`src/rtl/uart_tx_serializer_if.sv`:
```
// rtl/uart_tx_serializer_if.sv - byte-request / serial-line bundle for the UART transmitter
//
// Groups the transmit handshake and line outputs so producer and transmitter
// connect through a single port.
//   Tx_DV_in       producer -> tx  one-cycle request, byte valid this cycle
//   Tx_Byte_in     producer -> tx  byte to send, sampled only on acceptance
//   Tx_Serial_out  tx -> line      UART line, idles high
//   Tx_Active_out  tx -> producer  high while a frame is on the line
//   Tx_Done_out    tx -> producer  one-cycle pulse after the stop bit
interface uart_tx_serializer_if;
    logic       Tx_DV_in;
    logic [7:0] Tx_Byte_in;
    logic       Tx_Serial_out;
    logic       Tx_Active_out;
    logic       Tx_Done_out;

    modport master (
        output Tx_DV_in,
        output Tx_Byte_in,
        input  Tx_Serial_out,
        input  Tx_Active_out,
        input  Tx_Done_out
    );

    modport slave (
        input  Tx_DV_in,
        input  Tx_Byte_in,
        output Tx_Serial_out,
        output Tx_Active_out,
        output Tx_Done_out
    );
endinterface

```
`src/rtl/uart_tx_serializer.sv`:
```
// rtl/uart_tx_serializer.sv - 8N1 UART transmitter with registered outputs
//
// Serialises one byte per accepted request: start bit (low), 8 data bits LSB
// first, stop bit (high). Each bit lasts CLKS_PER_BIT clock cycles, so a frame
// occupies exactly 10*CLKS_PER_BIT cycles on the line, followed by a single
// CLEANUP cycle that carries the Done pulse.
//
// Ports:
//   CLK  system clock, rising edge
//   RST  asynchronous active-low reset; forces the line high at once
//   tx   slave side of uart_tx_serializer_if (request in, line/status out)
//
// Parameters:
//   CLKS_PER_BIT  clock cycles per bit period, 2..65535
module uart_tx_serializer #(
    parameter int CLKS_PER_BIT = 868
) (
    input  logic                   CLK,
    input  logic                   RST,
    uart_tx_serializer_if.slave    tx
);

    // Counter only needs to reach CLKS_PER_BIT-1; keep at least one bit.
    localparam int CNT_W = (CLKS_PER_BIT > 1) ? $clog2(CLKS_PER_BIT) : 1;
    localparam logic [CNT_W-1:0] CNT_LAST = CNT_W'(CLKS_PER_BIT - 1);
    localparam logic [CNT_W-1:0] CNT_ONE  = CNT_W'(1);

    typedef enum logic [2:0] {
        S_IDLE,
        S_START,
        S_DATA,
        S_STOP,
        S_CLEANUP
    } state_t;

    state_t           state_q,   state_d;
    logic [CNT_W-1:0] clk_cnt_q, clk_cnt_d;
    logic [2:0]       bit_idx_q, bit_idx_d;
    logic [7:0]       shift_q,   shift_d;
    logic             serial_q,  serial_d;
    logic             active_q,  active_d;
    logic             done_q,    done_d;

    logic             bit_end;

    // Last cycle of the current bit period.
    assign bit_end = (clk_cnt_q == CNT_LAST);

    always_comb begin
        state_d   = state_q;
        clk_cnt_d = clk_cnt_q;
        bit_idx_d = bit_idx_q;
        shift_d   = shift_q;
        serial_d  = serial_q;
        active_d  = active_q;
        done_d    = 1'b0;

        case (state_q)
            S_IDLE: begin
                serial_d  = 1'b1;
                active_d  = 1'b0;
                clk_cnt_d = '0;
                bit_idx_d = '0;
                if (tx.Tx_DV_in) begin
                    // Latch the byte here so later input changes cannot
                    // disturb the frame in flight.
                    shift_d  = tx.Tx_Byte_in;
                    state_d  = S_START;
                    serial_d = 1'b0;
                    active_d = 1'b1;
                end
            end

            S_START: begin
                if (bit_end) begin
                    clk_cnt_d = '0;
                    bit_idx_d = '0;
                    state_d   = S_DATA;
                    serial_d  = shift_q[0];
                end else begin
                    clk_cnt_d = clk_cnt_q + CNT_ONE;
                end
            end

            S_DATA: begin
                if (bit_end) begin
                    clk_cnt_d = '0;
                    if (bit_idx_q == 3'd7) begin
                        state_d  = S_STOP;
                        serial_d = 1'b1;
                    end else begin
                        bit_idx_d = bit_idx_q + 3'd1;
                        // Present the next bit on the same edge that ends
                        // the current one so each bit is a full period.
                        serial_d  = shift_q[bit_idx_q + 3'd1];
                    end
                end else begin
                    clk_cnt_d = clk_cnt_q + CNT_ONE;
                end
            end

            S_STOP: begin
                serial_d = 1'b1;
                if (bit_end) begin
                    clk_cnt_d = '0;
                    state_d   = S_CLEANUP;
                    done_d    = 1'b1;
                    active_d  = 1'b0;
                end else begin
                    clk_cnt_d = clk_cnt_q + CNT_ONE;
                end
            end

            S_CLEANUP: begin
                // Single cycle holding Done; the following edge returns to
                // IDLE where a new request is accepted immediately.
                serial_d = 1'b1;
                active_d = 1'b0;
                state_d  = S_IDLE;
            end

            default: begin
                state_d   = S_IDLE;
                serial_d  = 1'b1;
                active_d  = 1'b0;
                clk_cnt_d = '0;
                bit_idx_d = '0;
            end
        endcase
    end

    always_ff @(posedge CLK or negedge RST) begin
        if (!RST) begin
            state_q   <= S_IDLE;
            clk_cnt_q <= '0;
            bit_idx_q <= '0;
            shift_q   <= '0;
            serial_q  <= 1'b1;
            active_q  <= 1'b0;
            done_q    <= 1'b0;
        end else begin
            state_q   <= state_d;
            clk_cnt_q <= clk_cnt_d;
            bit_idx_q <= bit_idx_d;
            shift_q   <= shift_d;
            serial_q  <= serial_d;
            active_q  <= active_d;
            done_q    <= done_d;
        end
    end

    assign tx.Tx_Serial_out = serial_q;
    assign tx.Tx_Active_out = active_q;
    assign tx.Tx_Done_out   = done_q;

endmodule

```
`src/flat_wrapper.sv`:
```
// flat-port wrapper written by rule: the top's interface ports become plain ports
module uart_tx_serializer_flat 
#(
    parameter int CLKS_PER_BIT = 868
)
  (CLK, RST, tx_Tx_DV_in, tx_Tx_Byte_in, tx_Tx_Serial_out, tx_Tx_Active_out, tx_Tx_Done_out);
  uart_tx_serializer_if tx_i ();
  input  logic CLK;
  input  logic RST;
  input wire logic [$bits(tx_i.Tx_DV_in)-1:0] tx_Tx_DV_in;
  input wire logic [$bits(tx_i.Tx_Byte_in)-1:0] tx_Tx_Byte_in;
  output wire logic [$bits(tx_i.Tx_Serial_out)-1:0] tx_Tx_Serial_out;
  output wire logic [$bits(tx_i.Tx_Active_out)-1:0] tx_Tx_Active_out;
  output wire logic [$bits(tx_i.Tx_Done_out)-1:0] tx_Tx_Done_out;
  assign tx_i.Tx_DV_in = tx_Tx_DV_in;
  assign tx_i.Tx_Byte_in = tx_Tx_Byte_in;
  assign tx_Tx_Serial_out = tx_i.Tx_Serial_out;
  assign tx_Tx_Active_out = tx_i.Tx_Active_out;
  assign tx_Tx_Done_out = tx_i.Tx_Done_out;
  uart_tx_serializer #(.CLKS_PER_BIT(CLKS_PER_BIT)) u_core (.CLK(CLK), .RST(RST), .tx(tx_i));
endmodule
```
`config.mk`:
```
export PLATFORM = sky130hd
export DESIGN_NAME = uart_tx_serializer_flat
export DESIGN_NICKNAME = d
export VERILOG_FILES = /design/src/rtl/uart_tx_serializer_if.sv /design/src/rtl/uart_tx_serializer.sv /design/src/flat_wrapper.sv
export SDC_FILE = /design/constraint.sdc
export NUM_CORES = 1
export LEC_CHECK = 0
export BUFFER_PORTS_ARGS = -buffer_cell sky130_fd_sc_hd__buf_2
export CORE_UTILIZATION = 58
export CTS_BUF_LIST = sky130_fd_sc_hd__clkbuf_16
export DETAILED_ROUTE_END_ITERATION = 6
export GPL_ROUTABILITY_DRIVEN = 0
export GPL_TIMING_DRIVEN = 0
export PLACE_DENSITY = 0.86
export SETUP_SLACK_MARGIN = 0.15
export SLEW_MARGIN = 20
export SYNTH_ARGS = -nofsm -noshare
export SYNTH_HDL_FRONTEND = slang
export SYNTH_SLANG_ARGS = --single-unit
```
`constraint.sdc`:
```
create_clock -name CLK -period 3.1 [get_ports CLK]
set_input_delay 0.62 -clock CLK [delete_from_list [all_inputs] [get_ports CLK]]
set_output_delay 0.62 -clock CLK [all_outputs]
set_load 0.02 [all_outputs]
```
==> impl_metrics.tcl, run 1 <==
set metrics [dict create \
    grt_overflow 0 \
    ys_seq_elements 27 \
    num_antenna_cells 0 \
    fin_nets 170 \
    viasPerCell 6.23 \
    fin_skew_ps 6.23 \
    rr_endpoint "u_core.tx.Tx_Serial_out" \
    r2r-start "u_core.bit_idx_q[0]" \
    crit_type "reg -> reg" \
    wl_per_cell_um 16.6 \
    clock_latency_ps 270 \
    slew_headroom_pct 58.8 \
    rows 18 \
    grt_pass1_vias 1113 \
    ctsHoldBuffers 0 \
    reg2reg_depth 6 \
    post_cts_resized 0 \
    fillers 175 \
    timing.max_cap.violations 0 \
    multi_input_area_um2 774 \
    synthCells 138 \
    irDropWorstVdd_v 0.000449 \
    required_ps 3300 \
    drc_errors 0 \
    async_reset_ff_share_pct 100 \
    end_kind "register" \
    port-buffer-count 13 \
    status "finished clean" \
    final_area_um2 1690 \
    synth.distinct_cells 44 \
    drt_iter0_drc 42 \
    post_cts_buffers 0 \
    h-tree-depth 1 \
    areaGrowthSynthToFinish_pct 12.3 \
    cp_max_fo 8 \
    grt.total_usage_pct 24.4 \
    hold_class "in -> async" \
    fp.dieArea_um2 2810 \
    synthFlopType "dfrtp_1" \
    slew_violations 0 \
    worstMarginPinSlew_ps 615 \
    yosys.area.top_type "dfrtp_1" \
    rsz0062_at_grt "false" \
    die_y_um 53.0 \
    r2r_slack_ps 1180 \
    power_w 0.000951 \
    cts-root-buf "clkbuf_16" \
    clk_pin_slew_ps 70 \
    tns_ps 0 \
    cts_sinks 27 \
    syn-num-nets 152 \
    yosys-top-cells-area "dfrtp_1, mux2_2, mux2i_1" \
    numCtsBuffers 3 \
    ys_warn_count 0 \
    critical_path.startpoint_type "register" \
    dpl.hpwl_um 2090 \
    drtAntennaViolNets 0 \
    hold_viol 0 \
    placed_cell_area_um2 1610 \
    post-route-period-util_pct 62.0 \
    initial_core_util_pct 61.4 \
    firstDrtPassIters 4 \
    finalCriticalPeriod_ps 1920 \
    synth_area_um2 1510 \
    p_leak_nw 0.721 \
    arrival_ps 2120 \
    fmax_ghz 0.520 \
    synth_edf_count 0 \
    avgSynthCellArea_um2 10.9 \
    grt_pass1_wl_um 4930 \
    seq_area_frac_synth_pct 44.9 \
    yosys.area.top_type_share_pct 43.2 \
    drt_wl_total_um 3070 \
    dieWidth_um 53.0 \
    cts_tree "done" \
    grt_antenna_before_repair 0 \
    drive_gt1_share_pct 27.7 \
    power.density_nw_per_um2 562 \
    io_pins 14 \
    setup_viol 0 \
    cts.path.max_buffers 2 \
    grt_max_degree 28 \
    coreArea_um2 2450 \
    vias 1152 \
    seq_area_um2 677 \
]
[state kept, by name, indices dropped and copies added, names as in the netlist]
register / cells
u_core.bit_idx_q: 3
u_core.clk_cnt_q: 10
u_core.state_q: 3
u_core.tx.Tx_Serial_out: 1
u_core.shift_q: 8
u_core.tx.Tx_Done_out: 1
u_core.tx.Tx_Active_out: 1
[per-stage QoR]
| step | hold WS, ps | utilization [%] | cells | setup WS (ps) |
|---|---|---|---|---|
| 2_1_floorplan | 324 | - | 138 | 1450 |
| 3_3_place_gp | 464 | 65.5 | 181 | 1300 |
| 3_5_place_dp | 474 | 65.5 | 181 | 1240 |
| 4_1_cts | 376 | 68.9 | 185 | 1180 |
| 5_1_grt | 416 | 68.9 | 185 | 1050 |
| 6_report | 354 | 68.9 | 185 | 1180 |
[worst max path at each step]
stage | startpoint | to | slack [ps] | depth (start not counted)
finish | u_core.bit_idx_q[0] | u_core.tx.Tx_Serial_out | 1180 | 6
global route | u_core.clk_cnt_q[0] | u_core.clk_cnt_q[3] | 1050 | 6
CTS | u_core.bit_idx_q[0] | u_core.tx.Tx_Serial_out | 1180 | 6
detailed placement | u_core.bit_idx_q[0] | u_core.tx.Tx_Serial_out | 1240 | 6
global placement | u_core.clk_cnt_q[0] | u_core.clk_cnt_q[3] | 1300 | 6
floorplan | u_core.bit_idx_q[0] | u_core.tx.Tx_Serial_out | 1450 | 6
[per-layer routing]
layer  vias to the layer above  share of wire [%]  track usage [%]
met3                         4                4.2             4.31
met5                         -                  0                0
li1                        542                  -                -
met1                       568                 43             31.7
met4                         0                1.6             10.1
met2                        38                 51             39.7
[cell usage in the layout (no fill, tap or decap), drive strengths merged, types with 4 or more instances in the layout]
master and instances:
nor2b 4, nand3 7, o21ai 5, buf 19, dfrtp 26, a21oi 7
nor3 4, mux2 9, nand4 4, nor2 9, mux2i 9, nand2 8
[cell usage after synthesis, types with 4 or more instances]
cell type and number:
nand3_1 7, o21ai_0 4, nand4_1 4, a21oi_1 7, dfrtp_1 26, mux2_2 9, nor2_1 9, mux2i_1 9
nand2_1 8, nor2b_1 4
[kinds of logic after synthesis]
family,share of synthesized area (%)
mux,14.2
xor+xnor,1.16
buf+inv,3.65
simple gates,20.8
compound gates,12.7
flops,44.9
fa+ha+maj,2.49
[report_power, final]
part	total, W	internal, W	switching, W	leakage [nW]
combinational	0.000150	0.0000823	0.0000676	0.346
sequential	0.000494	0.000414	0.0000801	0.337
clock	0.000307	0.000176	0.000131	0.0371
total	0.000951	0.000672	0.000279	0.721
[worst max-delay path: stages, from the launching register on]
cell and delay, ps:
dfrtp_1 480, ha_1 250, ha_1 330, nor2b_1 70, a22o_1 210, nor4_1 280, a2bb2oi_1 220
[final cells by class]
type                            count  share of cell area (%)
Timing Repair Buffer               13                    3.85
Clock inverter                      1                   0.444
Inverter                            2                   0.444
Clock buffer                        3                    4.44
Buffer                              6                    2.81
Tap cell                           30                    2.22
Multi-Input combinational cell    103                    45.8
Sequential cell                    27                    40.0
(Power assumes the default switching activity.)
==> inputs of run 2 (changes only) <==
--- a/config.mk
+++ b/config.mk
@@ -6,12 +6,12 @@
 export NUM_CORES = 1
 export LEC_CHECK = 0
 export BUFFER_PORTS_ARGS = -buffer_cell sky130_fd_sc_hd__buf_2
-export CORE_UTILIZATION = 58
+export CORE_UTILIZATION = 52
 export CTS_BUF_LIST = sky130_fd_sc_hd__clkbuf_16
 export DETAILED_ROUTE_END_ITERATION = 6
 export GPL_ROUTABILITY_DRIVEN = 0
 export GPL_TIMING_DRIVEN = 0
-export PLACE_DENSITY = 0.86
+export PLACE_DENSITY = 0.82
 export SETUP_SLACK_MARGIN = 0.15
 export SLEW_MARGIN = 20
 export SYNTH_ARGS = -nofsm -noshare
==> constraint.sdc (replaced) <==
create_clock -name CLK -period 1.6 [get_ports CLK]
set_input_delay 0.32 -clock CLK [delete_from_list [all_inputs] [get_ports CLK]]
set_output_delay 0.32 -clock CLK [all_outputs]
set_load 0.02 [all_outputs]
==> run 2 against run 1 <==
The run now ends with negative setup slack left. Setup slack got worse by 1200 ps. Hold slack got worse by 300 ps. Non-clock buffer count increased by 20. Clock skew decreased by 2.9 ps. Largest cell class unchanged. Core utilization increased by 4.1 points. Sequential share of layout area decreased by 6.1 points. Register-to-register slack got worse by 1200 ps. Largest power group unchanged. First-iteration DRC count increased by 57%. Sequential power increased by 96%. Highest routed layer unchanged. Global-route usage increased by 0.80 points.
==> impl_metrics.tcl, run 2 (synthesis gave the netlist of run 1 again) <==
set metrics [dict create \
    timing.max_cap.violations 0 \
    drtAntennaViolNets 0 \
    viasPerCell 6.38 \
    vias 1321 \
    fin_nets 191 \
    clk_pin_slew_ps 70 \
    hold_class "in -> async" \
    port-buffer-count 13 \
    slew_headroom_pct 59.9 \
    crit_type "reg -> reg" \
    dpl.hpwl_um 2180 \
    num_antenna_cells 0 \
    status "finished with violations" \
    hold_viol 0 \
    clock_latency_ps 270 \
    slew_violations 0 \
    rsz0062_at_grt "true" \
    end_kind "register" \
    coreArea_um2 2760 \
    post-route-period-util_pct 103 \
    dpl_worst_slack_ps -86.9 \
    areaGrowthSynthToFinish_pct 33.7 \
    critical_path.startpoint_type "register" \
    dieWidth_um 55.8 \
    numCtsBuffers 3 \
    io_pins 14 \
    fillers 167 \
    cp_max_fo 6 \
    power.density_nw_per_um2 1040 \
    fmax_ghz 0.608 \
    grt_overflow 0 \
    fp.dieArea_um2 3120 \
    biggestRegsByFlops "u_core.clk_cnt_q: 10 flops, u_core.shift_q: 8 flops" \
    grt_pass1_wl_um 6070 \
    largest-register "u_core.clk_cnt_q" \
    postLayoutSetupSlackWorst_ps -46.0 \
    required_ps 1750 \
    drc_errors 0 \
    cts.path.max_buffers 2 \
    initial_core_util_pct 54.6 \
    finalCriticalPeriod_ps 1650 \
    layout_common_cells "dfrtp_1, buf_4, buf_2" \
    arrival_ps 1800 \
    p_leak_nw 0.825 \
    grt_pass1_vias 1249 \
    cts-root-buf "clkbuf_16" \
    drt_iter0_drc 66 \
    largest_reg_flops 10 \
    firstDrtPassIters 4 \
    final_common_cell "dfrtp_1" \
    holdWs_ps 53.9 \
    worstMarginPinSlew_ps 601 \
    rows 19 \
    grt.total_usage_pct 25.2 \
    placed_cell_area_um2 1650 \
    h-tree-depth 1 \
    cts_sinks 27 \
    final_area_um2 2010 \
    setup_viol 3 \
    wl_per_cell_um 18.9 \
    drt_wl_total_um 3900 \
    irDropWorstVdd_v 0.000921 \
    cts_tree "done" \
    violations "negative setup slack" \
    fin_skew_ps 3.36 \
    tns_ps -66.7 \
    drive_gt1_share_pct 47.7 \
    grt_antenna_before_repair 0 \
    die_y_um 55.8 \
    grt_max_degree 28 \
]
==> run 2: cell type report <==
type                       count  area (µm²)  share of cell area [%]
timing repair buffer          33         235                    11.7
inverter                       2        7.51                   0.373
tap                           31        38.8                    1.93
clock buffer                   3        75.1                    3.73
sequential                    27         683                    33.9
buffer                         6        55.1                    2.73
multi-input combinational    104         916                    45.5
clock inverter                 1        3.75                   0.186
==> run 2: path summary, 6_finish.rpt <==
path / start / endpoint / slack, ps / depth (start not counted)
worst max-delay path: u_core.clk_cnt_q[0] / u_core.bit_idx_q[0] / -50 / 6
max in group asynchronous: RST / u_core.clk_cnt_q[3] / 1110 / 1
min in group CLK: tx_Tx_Byte_in[4] / u_core.shift_q[4] / 280 / 2
worst max register to register: u_core.clk_cnt_q[0] / u_core.bit_idx_q[0] / -50 / 6
worst min-delay path: RST / u_core.tx.Tx_Done_out / 50 / 1
worst min register to register: u_core.clk_cnt_q[9] / u_core.clk_cnt_q[9] / 480 / 1
==> run 2: what timing repair did <==
action | 4_1_cts | 5_1_grt
hold buffers | 0 | 0
endpoints found under the hold margin | 0 | 0
buffers inserted | 12 | 7
cloned | 2 | 0
gates resized for setup | 13 | 17
setup endpoints to repair | 24 | 26
pin swaps | 6 | 11
==> run 2: routing by layer <==
metal / up-vias / wire (µm) / track usage [%]
li1: 590 / - / -
met1: 658 / 1600 / 32.2
met2: 62 / 2000 / 40.8
met3: 11 / 203 / 4.42
met4: 0 / 101 / 13.6
met5: - / 0 / 0
==> run 2: power by group <==
| part | leakage (nW) | switching [W] | internal (W) |
|---|---|---|---|
| sequential | 0.332 | 0.000162 | 0.000807 |
| clock | 0.0423 | 0.000242 | 0.000336 |
| combinational | 0.451 | 0.000234 | 0.000320 |
| total | 0.825 | 0.000639 | 0.00146 |
==> run 2: worst max-delay path: stages (launching register included) <==
cell,delay [ps]
dfrtp_1,420
ha_4,170
and4b_4,280
and3_4,190
buf_6,110
mux2i_1,80
o31ai_1,270
==> run 2: per-stage QoR <==
step,util (%),cells,power (W)
floorplan,-,138,0.00117
detailed placement,59.8,182,0.00127
global route,73.0,207,0.00217
finish,73.0,207,0.00210
global placement,59.8,182,0.00125
CTS,68.9,200,0.00196
==> inputs of run 3 (changes only) <==
==> constraint.sdc (replaced) <==
create_clock -name CLK -period 1.5 [get_ports CLK]
set_input_delay 0.3 -clock CLK [delete_from_list [all_inputs] [get_ports CLK]]
set_output_delay 0.3 -clock CLK [all_outputs]
set_load 0.02 [all_outputs]
==> run 3 against run 2 <==
Final cell count fell by 4.8%. The run still ends with negative setup slack left. Critical endpoint is now u_core.tx.Tx_Serial_out. Register-to-register slack lost 60 ps. Routed wire length down 14%. Sequential cell count unchanged.
==> impl_metrics.tcl, run 3 (synthesis gave the netlist of run 1 again) <==
set metrics [dict create \
    status "finished with violations" \
    violations "negative setup slack" \
    drt_wl_total_um 3340 \
    setup_viol 10 \
    grt_pass1_vias 1255 \
    cts.path.max_buffers 2 \
    grt_max_degree 28 \
    required_ps 1700 \
    port-buffer-count 13 \
    placed_cell_area_um2 1690 \
    clk_pin_slew_ps 70 \
    dpl.hpwl_um 2080 \
    cts_sinks 27 \
    slew_headroom_pct 59.4 \
    drive_gt1_share_pct 44.0 \
    die_y_um 55.8 \
    final_common_cell "dfrtp_1" \
    timing.max_cap.violations 0 \
    post-route-period-util_pct 107 \
    hold_viol 0 \
    end_kind "register" \
    areaGrowthSynthToFinish_pct 30.9 \
    r2r_slack_ps -110 \
    drc_errors 0 \
    layout_common_cells "dfrtp_1, buf_2, buf_4, mux2i_1" \
    power.density_nw_per_um2 1060 \
    irDropWorstVdd_v 0.000887 \
    cp_max_fo 6 \
    biggestRegsByFlops "u_core.clk_cnt_q: 10 flops, u_core.shift_q: 8 flops" \
    worstMarginPinSlew_ps 609 \
    hold_class "in -> async" \
    finalCriticalPeriod_ps 1610 \
    fin_skew_ps 4.71 \
    slew_violations 0 \
    dieWidth_um 55.8 \
    clock_latency_ps 270 \
    firstDrtPassIters 4 \
    fillers 194 \
    vias 1220 \
    rsz0062_at_grt "true" \
    fp.dieArea_um2 3120 \
    critical_path.startpoint_type "register" \
    rows 19 \
    numCtsBuffers 3 \
    h-tree-depth 1 \
    initial_core_util_pct 54.6 \
    postLayoutSetupSlackWorst_ps -106 \
    largest_reg_flops 10 \
    coreArea_um2 2760 \
    drtAntennaViolNets 0 \
    grt_overflow 0 \
    viasPerCell 6.19 \
    arrival_ps 1800 \
    grt.total_usage_pct 22.9 \
    fmax_ghz 0.623 \
    largest-register "u_core.clk_cnt_q" \
    grt_pass1_wl_um 5550 \
    fin_nets 181 \
    wl_per_cell_um 16.9 \
    grt_antenna_before_repair 0 \
    num_antenna_cells 0 \
    crit_type "reg -> reg" \
    cts-root-buf "clkbuf_16" \
    final_area_um2 1970 \
    cts_tree "done" \
    p_leak_nw 0.814 \
    drt_iter0_drc 26 \
    holdWs_ps 39.6 \
    io_pins 14 \
]
## run 3: layout make-up
cell class | count | area, µm² | share of cell area (%)
sequential | 27 | 678 | 34.4
inverter | 2 | 7.51 | 0.381
clock buffer | 3 | 75.1 | 3.81
buffer | 6 | 51.3 | 2.60
clock inverter | 1 | 3.75 | 0.190
multi-input combinational | 103 | 950 | 48.2
timing repair buffer | 24 | 168 | 8.50
tap | 31 | 38.8 | 1.97
## run 3: worst max-delay path: stages, from the launching register on
cell	delay, ps
dfrtp_1	420
ha_4	180
and4b_4	200
and3_4	150
buf_6	120
o221ai_1	260
a2bb2oi_2	190
## run 3: path summary, 6_finish.rpt
kind | start | endpoint | depth (start not counted)
max | u_core.clk_cnt_q[0] | u_core.tx.Tx_Serial_out | 6
min | RST | u_core.shift_q[6] | 1
max reg2reg | u_core.clk_cnt_q[0] | u_core.tx.Tx_Serial_out | 6
min reg2reg | u_core.clk_cnt_q[9] | u_core.clk_cnt_q[9] | 1
max in group asynchronous | RST | u_core.bit_idx_q[0] | 1
min in group CLK | tx_Tx_Byte_in[7] | u_core.shift_q[7] | 2
## run 3: layer usage
layer  wire, µm  GRT usage, %  share of wire [%]  up-vias
met5          0             0                  0        -
met1       1410          29.3                 42      622
li1           -             -                  -      564
met4         82          8.01                2.5        0
met2       1740          39.4                 52       25
met3        108          3.95                3.2        9
## run 3: power breakdown
part	internal [W]	switching, W
Clock	0.000358	0.000255
Combinational	0.000261	0.000184
Sequential	0.000855	0.000170
## run 3: timing repair
| action | in CTS | in global routing |
|---|---|---|
| setup buffers | 9 | 1 |
| hold buffers | 0 | 0 |
| pin swaps | 8 | 4 |
| gates resized for setup | 17 | 8 |
| endpoints found under the hold margin | 0 | 0 |
| setup endpoints to repair | 27 | 27 |
| gates cloned | 1 | 0 |
## run 3: through the flow
| stage | power (W) | TNS [ps] | std cells | util (%) | worst slack (ps) |
|---|---|---|---|---|---|
| 2_1_floorplan | 0.00127 | -90.1 | 138 | - | -23.4 |
| 3_5_place_dp | 0.00138 | -1750 | 182 | 61.4 | -188 |
| 4_1_cts | 0.00206 | -287 | 196 | 69.8 | -87.1 |
| 3_3_place_gp | 0.00136 | -1230 | 182 | 61.4 | -162 |
| 5_1_grt | 0.00217 | -1430 | 197 | 71.5 | -141 |
| 6_report | 0.00208 | -599 | 197 | 71.5 | -106 |
